===== config.mk =====
export PLATFORM = sky130hd
export DESIGN_NAME = scan_mux
export DESIGN_NICKNAME = d
export VERILOG_FILES = /design/src/rtl/scan_mux_pkg.sv /design/src/rtl/next_enabled_ch.sv /design/src/rtl/scan_mux.sv
export SDC_FILE = /design/constraint.sdc
export NUM_CORES = 1
export LEC_CHECK = 0
export CAP_MARGIN = 10
export CELL_PAD_IN_SITES_DETAIL_PLACEMENT = 1
export CELL_PAD_IN_SITES_GLOBAL_PLACEMENT = 1
export CORE_ASPECT_RATIO = 0.5
export CORE_UTILIZATION = 35
export CTS_CLUSTER_DIAMETER = 50
export DETAILED_ROUTE_END_ITERATION = 12
export PLACE_DENSITY_LB_ADDON = 0.1
export SYNTH_ARGS = -nofsm -noshare
export SYNTH_HDL_FRONTEND = slang
export SYNTH_SLANG_ARGS = --single-unit

===== constraint.sdc =====
create_clock -name clk -period 5.05 [get_ports clk]
set_clock_uncertainty 0.1 [all_clocks]
set_input_delay 1.515 -clock clk [delete_from_list [all_inputs] [get_ports clk]]
set_output_delay 1.515 -clock clk [all_outputs]
set_load 0.02 [all_outputs]

===== src/rtl/scan_mux_pkg.sv =====
// scan_mux_pkg: shared FSM state type and default parameter values for scan_mux.
//   state_e  : MANUAL (sel drives output), IDLE (auto mode, nothing enabled), SCAN (auto-scan)
//   DefW/DefN/DefDwell : default data width, channel count and dwell length
package scan_mux_pkg;

   localparam int DefW     = 4;
   localparam int DefN     = 8;
   localparam int DefDwell = 4;

   typedef enum logic [1:0] {
      MANUAL,
      IDLE,
      SCAN
   } state_e;

endpackage


===== src/rtl/next_enabled_ch.sv =====
// next_enabled_ch: combinational search for the next set bit of a channel mask.
//   mask : per-channel enable bits
//   idx  : starting channel index
//   incl : 1 = search at or after idx, 0 = strictly after idx (idx itself is the last candidate)
//   nxt  : first enabled channel found, wrapping N-1 -> 0; idx when mask is empty
//   any  : at least one mask bit is set
module next_enabled_ch #(
   parameter  int N  = 8,
   localparam int SW = $clog2(N)
) (
   input  logic [N-1:0]  mask,
   input  logic [SW-1:0] idx,
   input  logic          incl,
   output logic [SW-1:0] nxt,
   output logic          any
);

   logic [SW-1:0] pos;

   // Walk offsets from farthest to nearest so the closest hit wins. Offset N lands back
   // on idx, which lets a lone enabled channel reselect itself in strict mode.
   always_comb begin
      nxt = idx;
      pos = '0;
      for (int o = N; o >= 0; o--) begin
         pos = SW'((32'(idx) + 32'(o)) % 32'(N));
         if ((o > 0 || incl) && mask[pos]) begin
            nxt = pos;
         end
      end
   end

   assign any = |mask;

endmodule


===== src/rtl/scan_mux.sv =====
// scan_mux: registered N:1 channel multiplexer with manual select and auto-scan.
//   clk, reset : rising-edge clock, synchronous active-high reset
//   d          : packed channel data, channel k at [k*W +: W]
//   sel        : manual channel select (mode = 0)
//   mode       : 0 = manual, 1 = auto-scan over channels enabled in en_mask
//   en_mask    : per-channel auto-scan enable
//   hold       : freezes dwell counter and channel while scanning
//   y, ch      : registered data and index of the selected channel
//   valid      : y/ch are meaningful
//   adv        : one-cycle pulse on every auto-scan advance
module scan_mux
   import scan_mux_pkg::*;
#(
   parameter  int W     = DefW,
   parameter  int N     = DefN,
   parameter  int DWELL = DefDwell,
   localparam int SW    = $clog2(N)
) (
   input  logic           clk,
   input  logic           reset,
   input  logic [N*W-1:0] d,
   input  logic [SW-1:0]  sel,
   input  logic           mode,
   input  logic [N-1:0]   en_mask,
   input  logic           hold,
   output logic [W-1:0]   y,
   output logic [SW-1:0]  ch,
   output logic           valid,
   output logic           adv
);

   localparam int            CW     = (DWELL > 1) ? $clog2(DWELL) : 1;
   localparam logic [CW-1:0] CntMax = CW'(DWELL - 1);
   localparam logic [SW:0]   NumCh  = N[SW:0];

   state_e        state_q, state_d;
   logic [CW-1:0] cnt_q, cnt_d;
   logic [SW-1:0] ch_d;
   logic [W-1:0]  y_d;
   logic          valid_d, adv_d;

   logic [W-1:0]  d_arr [N];
   logic [SW-1:0] nxt_ch;
   logic          any_en;
   logic          sel_ok;

   for (genvar k = 0; k < N; k++) begin : g_unpack
      assign d_arr[k] = d[k*W +: W];
   end

   assign sel_ok = ({1'b0, sel} < NumCh);

   // Entering SCAN may start on the current channel; advancing within SCAN must move past it.
   next_enabled_ch #(
      .N (N)
   ) u_next (
      .mask (en_mask),
      .idx  (ch),
      .incl (state_q != SCAN),
      .nxt  (nxt_ch),
      .any  (any_en)
   );

   always_comb begin
      state_d = state_q;
      cnt_d   = cnt_q;
      ch_d    = ch;
      y_d     = '0;
      valid_d = 1'b0;
      adv_d   = 1'b0;
      if (!mode) begin
         state_d = MANUAL;
         cnt_d   = '0;
         ch_d    = sel;
         if (sel_ok) begin
            y_d     = d_arr[sel];
            valid_d = 1'b1;
         end
      end else if (!any_en) begin
         // Nothing to scan: park with output blanked, channel kept as the restart point.
         state_d = IDLE;
         cnt_d   = '0;
      end else begin
         state_d = SCAN;
         valid_d = 1'b1;
         unique case (state_q)
            MANUAL, IDLE: begin
               ch_d  = nxt_ch;
               cnt_d = '0;
            end
            SCAN: begin
               // A disabled current channel forces an advance even under hold.
               if (!en_mask[ch] || (!hold && cnt_q == CntMax)) begin
                  ch_d  = nxt_ch;
                  cnt_d = '0;
                  adv_d = 1'b1;
               end else if (!hold) begin
                  cnt_d = cnt_q + CW'(1);
               end
            end
            default: ;
         endcase
         y_d = d_arr[ch_d];
      end
   end

   always_ff @(posedge clk) begin
      if (reset) begin
         state_q <= IDLE;
         cnt_q   <= '0;
         ch      <= '0;
         y       <= '0;
         valid   <= 1'b0;
         adv     <= 1'b0;
      end else begin
         state_q <= state_d;
         cnt_q   <= cnt_d;
         ch      <= ch_d;
         y       <= y_d;
         valid   <= valid_d;
         adv     <= adv_d;
      end
   end

endmodule


Yosys cells after proc, flatten, opt, wreduce, memory -nomap -nowiden:

Index checks and enable logic that the tools add are counted.
Widths: inputs -> output; s select.

* output and inout port bits: 9
* word-level logic and storage cells: 100
* register bits: 13

* magnitude comparators: 11
* bitwise gates (word level): 5
* multiplexer cells: 49
* reductions and logical operators: 13
* add/subtract/negate cells: 9
* eq/ne operators: 6

Operators by type and width (number)
* $mux 3: 14
* $lt 3x4->1 const B: 9
* $bmux 1 s3: 9
* $bmux 4 s3: 2
* $mux 4: 6
* $mux 1: 13
* $add 3x3->3 const B: 4
* $ge 4x4->1 const B: 2
* $not 3->4: 2
* $reduce_or 8->1: 1
* $add 3x1->3 const B: 2
* $add 3x2->3 const B: 2
* $mux 2: 3
* $pmux 3 s2: 1
* $eq 2x2->1 const B: 2
* $pmux 2 s2: 1
* $reduce_or 2->1: 2
* $reduce_or 4->1: 1
* $ne 3x3->1 const B: 1
* $not 1->1: 3
* $reduce_or 3->1: 1
* $add 2x1->2 const B: 1
* $eq 2x1->1 const B: 1
* $logic_and 1x1->1: 2
* 7 further kinds: 8

Depth between registers and ports, before layout:

* depth after elaboration: 22
* mapped depth: 15

Modules after synthesis:

From an unflattened synthesis, not the netlist that was laid out.

* cells, all modules: 244
* area total of the unflattened synthesis: 2260.9 µm²

Modules (own cells, without submodules)
* scan_mux: times used 1, area each 1222.4 µm², cells each 128
* next_enabled_ch: times used 1, area each 1038.5 µm², cells each 116

Worst setup path before layout:

Ideal clock, no wire load.

* kind: input port to flip-flop
* start: input en_mask[3]
* end: register y[3]
* stages: 10
* setup time: 0.134 ns
* data required time: 4.816 ns
* path buffers: 2
* slack: 1.049 ns
* arrival: 3.767 ns
* cells stage by stage: mux4_2 o311ai_0 o21ai_0 a211o_1 and3_4 buf_6 buf_12 mux2i_1 a211oi_1 or4_1

* longest elaborated chain between the ends: 21
* elaborated cells between the ends (all ways): 41
* those cells by class: 36 x mux; 1 x bitwise; 4 x reduce/logical

RTL lines
* from (decl): RTL line scan_mux.sv:24 `input logic [N-1:0] en_mask,`
* $bmux 1 s3: RTL line next_enabled_ch.sv:27 `if ((o > 0 || incl) && mask[pos]) begin`
* $mux 1 (not written as such): RTL line next_enabled_ch.sv:27
* $mux 3 (9 in series): RTL line next_enabled_ch.sv:27
* $mux 3: RTL line scan_mux.sv:93 `if (!en_mask[ch] || (!hold && cnt_q == CntMax)) begin`
* $pmux 3 s2: RTL line scan_mux.sv:86 `unique case (state_q)`
* $mux 3: RTL line scan_mux.sv:79 `end else if (!any_en) begin`
* $mux 3: RTL line scan_mux.sv:71 `if (!mode) begin`
* $not 3->4 (not written as such): RTL line scan_mux.sv:103 `y_d = d_arr[ch_d];`
* $bmux 4 s3: RTL line scan_mux.sv:103
* $mux 4 (not written as such) (2 in series): RTL line scan_mux.sv:103
* $mux 4 *: RTL line scan_mux.sv:79
* $mux 4 *: RTL line scan_mux.sv:71
* to (signal assigned): RTL line scan_mux.sv:119 `y <= y_d;`
* to (decl): RTL line scan_mux.sv:26 `output logic [W-1:0] y,`

Mark *: on every way between the ends. The rest lies on a longest branch, timed or not. The select of a mux whose other input is x is not followed.
A chain may end at the register's enable or synchronous reset.

Worst setup path in the final report:

* start: input en_mask[7]
* end: register y[0]

The elaborated chain is that of the path after synthesis.

==> impl_metrics.ini <==
[cts]
tritoncts = built
cts_num_sinks = 13
insertion_delay_ns = 0.25
clk_pin_slew_ns = 0.06
ctsResizeCount = 0
cts_inserted_buffers = 3
cts_htree_levels = 1
post_cts_buffers = 0
cts-root-buf = clkbuf_8
clock_path_buffers = 2
postCtsHoldBufs = 0

[floorplan]
die_width_um = 108
fp-row-count = 18
die_h_um = 54.9
initial_utilization_pct = 38.0
design.die.area_um2 = 5930
top_level_ports = 56
core_area_um2 = 5160

[cells_and_area]
post-route-cell-area_um2 = 2580
number_of_antenna_diodes = 0
layout_commonest_cell = clkdlybuf4s50_1
finish.net_count = 313
area_growth_syn_to_layout_pct = 31.7
ratio_of_cells_with_drive_above_1_in_the_final_layout_pct = 14.1
top_library_cells_by_usage_in_the_layout_fill_and_taps_aside = 55 x clkdlybuf4s50_1, 27 x mux2i_1, 17 x mux4_2

[synthesis]
syn-num-nets = 264
synth_seq_cells = 13
synth_cells = 214
asyncSetResetFlopFracSynth_pct = 0
yosys_warnings = 0
synth.lib_cells_used.distinct = 55
synth_ff_type = dfxtp_1
sequential_share_of_the_synthesized_area_pct = 13.3
syn_area_um2 = 1960
synthesis.area_per_instance_um2 = 9.17
number_of_enable_flip_flop_cells_after_synthesis = 0

[route]
1st_iter_drt_viols = 84
drt_wl_total_um = 6270
post-route-drc-count = 0
first_pass_iters = 4
vias = 1970
avgViaCountPerCell = 5.93
wire_per_inst_um = 18.9
final_antenna_net_count = 0

[power]
clock_network_fraction_of_design_power_pct = 11.6
leakagePower_nw = 1.04
power_frac_seq_pct = 16.6
powerDensity_nw_per_um2 = 314
switchingPower_mw = 0.359
power.internal_mw = 0.452
power.switching_fraction_pct = 44.3
pwr-share-comb_pct = 71.8
irDropWorstVdd_mv = 0.117

[sta]
rsz0062_at_grt = false
relSlewSlack_pct = 47.1
finalCriticalPeriod_ns = 4.60
finalSetupViolations = 0
final_max_slew_viol_count = 0
hold_violations = 0
finalSetupTns_ns = 0
fmax_ghz = 0.217
final_min_period_over_clock_period_pct = 91.2
setup_ws_ns = 0.446
worst-slew-pin-transition_ns = 0.793

[setup_path]
cp.arrival_ns = 4.62
cells_traversed_along_the_worst_timing_path = clkdlybuf4s50_1, mux4_1, mux2i_1, and3_1, o311ai_1, o211ai_1, or2_1, nor3_1, or4_1
critical_path.slowest_cell = mux4_1
crit_path_max_incr_delay_ns = 0.64
timing.critical_path.required_ns = 5.07
worst-setup-path-type = input pin to flip-flop
worstPathMaxFanout = 8
worstSetupStartpointType = input pin
endpoint_kind = flip-flop
worstRegToRegCells = 8

[placed_design]
hpwl_um = 5000
place.port_buffers = 55
place_worst_setup_slack_ns = 0.225
placed_cell_area_um2 = 2540
gp_routability_congestion = 0.798

[grt]
grt_antenna_before_repair = 0
gr-total-overflow = 0
grt_pass1_vias = 1974
grt_util_all_layers_pct = 22.6
grt_start_max_net_pins = 22
grt_first_pass_wirelength_um = 10000

[job]
drv.max_cap_violation_count = 0

[hold_path]
timing.hold.worst_path_depth = 2
hold_crit_class = flip-flop to flip-flop

[status]
run_status = finished clean
-- metrics by stage --
stage	power, mW	std cells	utilization [%]	hold slack [ns]
after floorplan	0.566	214	-	0.349
after global placement	0.706	328	49.2	0.366
after detailed placement	0.717	328	49.2	0.369
after CTS	0.815	332	50.1	0.376
after global routing	0.868	332	50.1	0.412
final	0.811	332	50.1	0.375
-- Yosys cell counts (2+ instances only) --
cell	count	area, um2
nor3_1	13	65.1
o21ai_0	5	25.0
buf_1	3	11.3
mux2_2	4	45.0
o221a_2	4	45.0
mux4_2	17	383
nand2_1	13	48.8
nand4b_1	2	17.5
a211oi_1	6	45.0
nand3b_1	3	22.5
ha_1	3	37.5
and3_1	2	12.5
a21o_1	2	15.0
clkbuf_1	6	22.5
mux2i_1	27	270
o211a_1	3	30.0
buf_2	3	15.0
nor2_1	13	48.8
inv_1	14	52.6
and2_1	5	31.3
nand2b_1	2	12.5
nand3_1	3	15.0
o31ai_1	2	15.0
xnor2_1	2	17.5
a21oi_1	6	30.0
o21bai_1	2	15.0
or4_1	6	45.0
mux4_1	2	52.6
buf_6	2	22.5
dfxtp_1	13	260
or3_1	2	12.5
-- path summary, 6_finish.rpt --
path,startpoint,endpoint,slack [ns]
worst max-delay path,en_mask[7],y[0],0.45
worst min-delay path,cnt_q[0],cnt_q[0],0.37
worst max register to register,ch[2],y[0],1.46
worst min register to register,cnt_q[0],cnt_q[0],0.37
-- power groups by stage --
stage	Clock, mW	Sequential (mW)	Combinational, mW
detailed placement	0	0.137	0.581
global placement	0	0.137	0.569
floorplan	0	0.150	0.416
CTS	0.0965	0.135	0.583
finish	0.0942	0.135	0.582
global route	0.101	0.137	0.630
-- state kept, by name, indices dropped and copies added (netlist names) --
register and flops:
cnt_q 2, y 4, valid 1, adv 1, ch 3, state_q 2
-- area by class of cell --
class	count	area [um2]
sequential	13	260
inverter	15	56.3
fill	603	2570
tap	70	87.6
clock buffer	4	45.0
multi-input combinational	170	1550
timing repair buffer	60	588
-- per-layer routing --
layer,up-vias,part of all wire (%),GRT usage (%)
met1,961,50,31.0
met2,75,45,38.9
met4,0,0.34,4.79
li1,931,-,-
met3,3,5.2,3.16
met5,-,0,0
-- worst max-delay path: cells and delay by family --
family / cells / cell delay, ns
multiplexers: 2 / 0.91
AND/OR/NAND/NOR: 4 / 1.16
AO/OA/AOI/OAI: 2 / 0.48
buffers and inverters: 1 / 0.55
-- cells by family (layout without fill, tap and decap cells) --
group           Yosys count  after routing  synth area share (%)
simple gates             70             70                  19.5
mux                      50             50                  38.3
compound gates           44             44                  17.9
buf+inv                  31             79                  7.91
flops                    13             13                  13.3
fa+ha+maj                 3              3                  1.91
xor+xnor                  3              3                  1.34
No activity file was read; power rests on OpenSTA's default activity.
